===== src/rtl/oled_frame_refresh.sv =====
`timescale 1ns/1ps
// Frame streamer: after panel init, sends page address commands then
// column data bytes from the framebuffer, one I2C byte per transaction.
// Ports: clk/rst (sync, active-high); init_done, refresh_req in;
//   busy, frame_done status out; fb_addr out / fb_data in (1-cycle RAM);
//   iic_dc, iic_din, iic_start to byte driver; iic_done from driver.
module oled_frame_refresh #(
  parameter int COLS   = 128,
  parameter int PAGES  = 8,
  parameter int ADDR_W = 10
) (
  input  logic              clk,
  input  logic              rst,
  input  logic              init_done,
  input  logic              refresh_req,
  output logic              busy,
  output logic              frame_done,
  output logic [ADDR_W-1:0] fb_addr,
  input  logic [7:0]        fb_data,
  output logic              iic_dc,
  output logic [7:0]        iic_din,
  output logic              iic_start,
  input  logic              iic_done
);

  localparam int CW = (COLS > 1) ? $clog2(COLS) : 1;
  localparam int PW = (PAGES > 1) ? $clog2(PAGES) : 1;
  localparam logic [ADDR_W-1:0] COLS_A = ADDR_W'(COLS);
  localparam logic [CW-1:0] COL_LAST = CW'(COLS - 1);
  localparam logic [PW-1:0] PAGE_LAST = PW'(PAGES - 1);

  typedef enum logic [2:0] {
    IDLE, CMD, CMD_WAIT, RD_ADDR,
    RD_DATA, DAT, DAT_WAIT, FIN
  } state_t;

  state_t            state_q, state_d;
  logic [CW-1:0]     col_q, col_d;
  logic [PW-1:0]     page_q, page_d;
  logic [1:0]        cmd_idx_q, cmd_idx_d;
  logic              pending_q, pending_d;
  logic              busy_q, busy_d;
  logic              frame_done_q, frame_done_d;
  logic              iic_start_q, iic_start_d;
  logic              iic_dc_q, iic_dc_d;
  logic [7:0]        iic_din_q, iic_din_d;
  logic [ADDR_W-1:0] fb_addr_q, fb_addr_d;
  logic [2:0]        page3;

  assign page3 = 3'(page_q);

  always_comb begin
    state_d      = state_q;
    col_d        = col_q;
    page_d       = page_q;
    cmd_idx_d    = cmd_idx_q;
    pending_d    = pending_q | refresh_req;
    busy_d       = busy_q;
    frame_done_d = 1'b0;
    iic_start_d  = 1'b0;
    iic_dc_d     = iic_dc_q;
    iic_din_d    = iic_din_q;
    fb_addr_d    = fb_addr_q;
    unique case (state_q)
      IDLE: begin
        if (init_done && (refresh_req || pending_q)) begin
          pending_d = 1'b0;
          page_d    = '0;
          cmd_idx_d = '0;
          busy_d    = 1'b1;
          state_d   = CMD;
        end
      end
      CMD: begin
        iic_dc_d    = 1'b0;
        iic_start_d = 1'b1;
        unique case (cmd_idx_q)
          2'd0:    iic_din_d = {5'b10110, page3};
          2'd1:    iic_din_d = 8'h00;
          default: iic_din_d = 8'h10;
        endcase
        state_d = CMD_WAIT;
      end
      CMD_WAIT: begin
        if (iic_done) begin
          if (cmd_idx_q == 2'd2) begin
            col_d   = '0;
            state_d = RD_ADDR;
          end else begin
            cmd_idx_d = cmd_idx_q + 2'd1;
            state_d   = CMD;
          end
        end
      end
      RD_ADDR: begin
        fb_addr_d = ADDR_W'(page_q) * COLS_A
                  + ADDR_W'(col_q);
        state_d   = RD_DATA;
      end
      RD_DATA: state_d = DAT;
      DAT: begin
        iic_din_d   = fb_data;
        iic_dc_d    = 1'b1;
        iic_start_d = 1'b1;
        state_d     = DAT_WAIT;
      end
      DAT_WAIT: begin
        if (iic_done) begin
          if (col_q == COL_LAST && page_q == PAGE_LAST) begin
            state_d = FIN;
          end else if (col_q == COL_LAST) begin
            page_d    = page_q + 1'b1;
            cmd_idx_d = '0;
            state_d   = CMD;
          end else begin
            col_d   = col_q + 1'b1;
            state_d = RD_ADDR;
          end
        end
      end
      FIN: begin
        frame_done_d = 1'b1;
        busy_d       = 1'b0;
        state_d      = IDLE;
      end
      default: state_d = IDLE;
    endcase
  end

  always_ff @(posedge clk) begin
    if (rst) begin
      state_q      <= IDLE;
      col_q        <= '0;
      page_q       <= '0;
      cmd_idx_q    <= '0;
      pending_q    <= 1'b0;
      busy_q       <= 1'b0;
      frame_done_q <= 1'b0;
      iic_start_q  <= 1'b0;
      iic_dc_q     <= 1'b0;
      iic_din_q    <= 8'h00;
      fb_addr_q    <= '0;
    end else begin
      state_q      <= state_d;
      col_q        <= col_d;
      page_q       <= page_d;
      cmd_idx_q    <= cmd_idx_d;
      pending_q    <= pending_d;
      busy_q       <= busy_d;
      frame_done_q <= frame_done_d;
      iic_start_q  <= iic_start_d;
      iic_dc_q     <= iic_dc_d;
      iic_din_q    <= iic_din_d;
      fb_addr_q    <= fb_addr_d;
    end
  end

  assign busy       = busy_q;
  assign frame_done = frame_done_q;
  assign iic_start  = iic_start_q;
  assign iic_dc     = iic_dc_q;
  assign iic_din    = iic_din_q;
  assign fb_addr    = fb_addr_q;

endmodule

===== config.mk =====
export PLATFORM = sky130hd
export DESIGN_NAME = oled_frame_refresh
export DESIGN_NICKNAME = d
export VERILOG_FILES = /design/src/rtl/oled_frame_refresh.sv
export SDC_FILE = /design/constraint.sdc
export NUM_CORES = 1
export LEC_CHECK = 0
export ABC_AREA = 1
export CAP_MARGIN = 40
export CORE_ASPECT_RATIO = 0.9
export CORE_UTILIZATION = 45
export DETAILED_ROUTE_END_ITERATION = 8
export HOLD_SLACK_MARGIN = 0.08
export PLACE_DENSITY = 0.81
export SLEW_MARGIN = 30
export SYNTH_ARGS = -nofsm -noshare
export SYNTH_HDL_FRONTEND = slang
export SYNTH_SLANG_ARGS = --single-unit

===== constraint.sdc =====
create_clock -name clk -period 1.52 [get_ports clk]
set_input_delay 0.38 -clock clk [delete_from_list [all_inputs] [get_ports clk]]
set_output_delay 0.38 -clock clk [all_outputs]
set_load 0.01 [all_outputs]

# Yosys cells after proc, flatten, opt, wreduce, memory -nomap -nowiden
# Index checks and enable logic that the tools add are counted.
word_totals:
  reg_bits: 38
  latch_bits: 0
  ramBits: 0
  mem_bits_ro: 0
  out_inout_bits: 22
  elab_cells: 85
  memories: 0
op_classes:
  n_addsub: 4
  mul: 0
  n_div: 0
  magnitude_cmp: 0
  eq_ne: 19
  shift: 0
  mux: 34
  bitwise: 1
  n_reduce_logical: 16
ops:
  columns: ["op", "n"]
  rows:
  - ["two-way mux 7 bit", 5]
  - ["one-hot mux 8 bit (2 select lines)", 2]
  - ["two-way mux 3 bit", 8]
  - ["one-hot mux 3 bit (8 select lines)", 1]
  - ["two-way mux 2 bit", 8]
  - ["inequality test 2 bit, second input constant", 8]
  - ["equality test 3 bit, second input constant", 5]
  - ["one-hot mux 7 bit (2 select lines)", 1]
  - ["adder 10 x 7 -> 10 bit", 1]
  - ["nonzero test 2 bit", 4]
  - ["adder 7 x 1 -> 7 bit, second input constant", 1]
  - ["equality test 7 bit, second input constant", 1]
  - ["AND reduction 7 bit", 1]
  - ["equality test 3 x 2 -> 1 bit, second input constant", 2]
  - ["one-hot mux 2 bit (3 select lines)", 1]
  - ["one-hot mux 3 bit (2 select lines)", 1]
  - ["AND reduction 6 bit", 1]
  - ["two-way mux 1 bit", 5]
  - ["AND reduction 5 bit", 1]
  - ["one-hot mux 1 bit (2 select lines)", 2]
  - ["adder 3 x 1 -> 3 bit, second input constant", 1]
  - ["equality test 3 x 1 -> 1 bit, second input constant", 1]
  - ["logical NOT 3 bit", 1]
  - ["AND reduction 3 bit", 1]
  - ["other kinds (10)", 11]

# Longest topological paths before layout
logic_depth:
  word_depth: 5
  depth_mapped: 10
  mapped_depth_nobuf: 9

# Least setup slack after synthesis
# No wires, ideal clock.
synth_timing:
  kind: "register to register"
  startpoint: "register col_q[1]"
  endpoint: "register col_q[2]"
  arrival_ns: 1.269
  required_time_ns: 1.405
  slack_ns: 0.136
  path_stages_with_launch: 10
  path_buffers: 1
  period_less_slack_ns: 1.384
  path_cell_list: "dfxtp_1 -> ha_1 -> nand2_2 -> nor2_4 -> nand3_1 -> nand2_1 -> nand2_1 -> buf_4 -> a21oi_1 -> nor2_1"
synth_between:
  elab_chain_len: 5
  word_cells_on_any_way: 10
  classes_between: "1 x add/sub; 3 x eq/ne; 4 x mux; 2 x reduce/logical"
synth_lines:
  columns: ["item", "line_no", "source"]
  rows:
  - ["start, declared", "38", "logic [CW-1:0] col_q, col_d;"]
  - ["start signal, assigned", "145", "col_q <= col_d;"]
  - ["adder 7 x 1 -> 7 bit", "116", "col_d = col_q + 1'b1;"]
  - ["two-way mux 7 bit", "111", "end else if (col_q == COL_LAST) begin"]
  - ["two-way mux 7 bit", "109", "if (col_q == COL_LAST && page_q == PAGE_LAST) begin"]
  - ["two-way mux 7 bit", "108", "if (iic_done) begin"]
  - ["one-hot mux 7 bit (2 select lines)", "64", "unique case (state_q)"]
# Parallel ways exist; a longest one is shown, timed or not. The select of a mux whose other input is x is not followed.
# A chain may end at the register's enable or synchronous reset.

# Worst setup path in the final report
layout_timing:
  startpoint: "register page_q[0], in the netlist page3[0]"
  endpoint: "register state_q[2]"
layout_between:
  elab_chain_len: 5
layout_lines:
  columns: ["item", "line_no", "source"]
  rows:
  - ["start, declared", "39", "logic [PW-1:0] page_q, page_d;"]
  - ["start signal, assigned", "146", "page_q <= page_d;"]
  - ["equality test 3 bit", "109", null]
  - ["logical AND 1 bit", "109", null]
  - ["two-way mux 3 bit", "109", null]
  - ["two-way mux 3 bit", "108", null]
  - ["one-hot mux 3 bit (8 select lines)", "64", null]
  - ["end signal, assigned", "144", "state_q <= state_d;"]
  - ["end, declared", "37", "state_t state_q, state_d;"]
# No other way between the ends. The select of a mux whose other input is x is not followed.

==> impl_results.md <==
- Outcome: finished, final reports clean
- Max Cap Viol: 0
- Quantity of hold-fixing buffers added after cts: 0
- Mean Syn Cell Area: 7.09 µm²
- Antenna-violating nets left: 0
- Pre-Repair DR Iteration Count: 4
- DR iter-0 viols: 158
- CP Launch Type: flip-flop
- Final hold violations: 0
- Clk sink count: 38
- CP peak stage delay: 0.33 ns
- Crit path top cell by count: buf_4
- Fillers: 318
- Total number of vias: 1820
- Final HPWL DP: 2950 µm
- Pins Over Slew Limit: 0
- Final Hold Slack: 0.475 ns
- Clk buf depth: 2
- Worst setup EP type: flip-flop
- Die height: 62.7 µm
- Port bufs: 34
- Antenna Cells: 0
- Initial antenna violation count: 0
- Setup WS post-layout: 0.0930 ns
- Share of cells above drive strength 1: 20.4%
- Register area share after synthesis: 41.3%
- # rows: 21
- Reg clk slew, reported paths: 0.07 ns
- Synth Cell Area: 0.00184 mm²
- CP required: 1.71 ns
- Slew @ Worst Pin: 0.261 ns
- CP Buf/Inv Count: 2
- First-pass GRT wire length: 7230 µm
- Overall power: 2.92 mW
- CP Class: flip-flop to flip-flop
- Synth Flop Type: dfxtp_1
- TritonCTS clock tree: yes
- Clock Skew: 0.00915 ns
- Post-Synthesis Cells: 260
- Max_slew headroom: 82.5%
- Die X: 69.5 µm
- RSZ-0062 raised after global routing: true
- Worst VDD drop: 0.000715 V
- Clock insertion delay at the later pin of the skew report: 0.30 ns
- GR Overflow Total: 0
- Drc violations: 0
- Library cells used by synthesis: 25
- Post-synth EDFFs: 0
- RD Place Congestion: 0.897
- Crit-path cells: ha_1, ha_4, nand3_1, nand2_1, buf_4, buf_4, a21oi_1, nor2_1
- Area of the die: 0.00436 mm²
- Tmin final: 1.43 ns
- Num CTS Buffers: 5
- Leak Pwr: 1.23 nW
- Layout area overhead: 36.8%
- Starting density of the core: 48.4%
- Drt via density: 5.00
- Core Region: 0.00381 mm²
- I/O pin count: 35
- # setup viols final: 0
- FF+latch count, synth: 38
- GRT Overall Usage: 20.8%
- DR WL/cell: 11.5 µm
- Pin count of the biggest net entering global routing: 25
- Max stage delay cell, worst path: dfxtp_2
- P per Cell Area: 1160 mW/mm²
- Final net count: 337
- Syn_nets: 280
- Commonest non-fill, non-tap cell in the layout: nand2_1
- Crit path arrival time: 1.61 ns
- Vias in the first global route: 1712
- Final Core Density: 66.2%
- Htree depth: 2
- Async S/R FF share, synth: 0%
- Worst hold path class: flip-flop to flip-flop
- CP top delay family: adder cells
- Most frequent cells in the layout: nand2_1, dfxtp_1, nor2_1
- Place WS: -0.135 ns
- Highest fanout seen on the critical path: 2
- DRT Wirelength: 4200 µm
- Ys Warns: 0
- Max Freq: 701 MHz
- Final period util: 93.9%
- Root buffer cell: clkbuf_8
## report_power, final
group | total [mW] | internal, mW | switching, mW
registers | 1.20 | 1.12 | 0.0816
clock network | 0.850 | 0.483 | 0.367
logic | 0.866 | 0.391 | 0.475
## synthesized netlist by cell type (2+ instances only)
master     n  share of area [%]
nand2_1   68                 14
dfxtp_1   38                 41
nor2_1    30                6.1
inv_1     24                4.9
a21oi_1   21                5.7
nand3_1   21                5.7
o21ai_0   14                3.8
nor2_2     8                2.7
ha_1       7                4.8
a31oi_1    4                1.4
nand2_2    4                1.4
clkbuf_1   3               0.61
inv_2      3               0.61
buf_2      2               0.54
buf_4      2               0.81
nand4_1    2               0.68
## stage by stage
stage          std cells  TNS (ns)  area [µm²]
2_1_floorplan        260         0        1840
3_3_place_gp         355    -0.923        2380
3_5_place_dp         355     -1.16        2380
4_1_cts              363         0        2470
5_1_grt              364   -0.0843        2520
6_report             364         0        2520
## path summary, 6_finish.rpt
path,startpoint,endpoint,cells after the start,slack (ns)
worst max-delay path,page3[0],state_q[2],8,0.09
worst max register to register,page3[0],state_q[2],8,0.09
worst min-delay path,iic_din[3],iic_din[3],2,0.47
worst min register to register,iic_din[3],iic_din[3],2,0.47
## kinds of logic after synthesis
family | after synthesis | share of synthesized area [%]
DFF | 38 | 41.3
AOI/OAI and AO/OA | 41 | 12.2
buffers and inverters | 35 | 8.08
and+or+nand+nor | 139 | 33.7
adders and majority gates | 7 | 4.75
## sequential cells by signal (all words and copies together) (netlist names)
register / cells
iic_din: 8
state_q: 3
iic_dc: 1
col_q: 7
fb_addr: 10
iic_start: 1
cmd_idx_q: 2
pending_q: 1
page3: 3
frame_done: 1
busy: 1
## worst register-to-register path, stage by stage, from the launching register on
cell	delay (ns)
dfxtp_2	0.33
ha_1	0.22
ha_4	0.18
nand3_1	0.09
nand2_1	0.07
buf_4	0.13
buf_4	0.12
a21oi_1	0.12
nor2_1	0.05
## what timing repair did
| action | 4_1_cts | 5_1_grt |
|---|---|---|
| gates resized for setup | 23 | 15 |
| setup endpoints to repair | 22 | 22 |
| setup buffers | 0 | 1 |
| hold endpoints to repair | 0 | 0 |
## routing by layer
| metal | part of all wire, % | track usage [%] | vias to the layer above |
|---|---|---|---|
| li1 | - | - | 948 |
| met1 | 46 | 25.6 | 805 |
| met2 | 46 | 33.5 | 55 |
| met3 | 5.1 | 4.84 | 12 |
| met4 | 2.4 | 11.5 | 0 |
| met5 | 0 | 0 | - |
## area by class of cell
type	instances	area, µm²	share of cell area [%]
multi-input combinational	187	975	38.7
sequential	38	769	30.5
timing repair buffer	58	509	20.2
inverter	27	101	4.02
clock buffer	5	68.8	2.73
tap	46	57.6	2.28
clock inverter	3	40.0	1.59
Power figures use the tool's default switching activity.
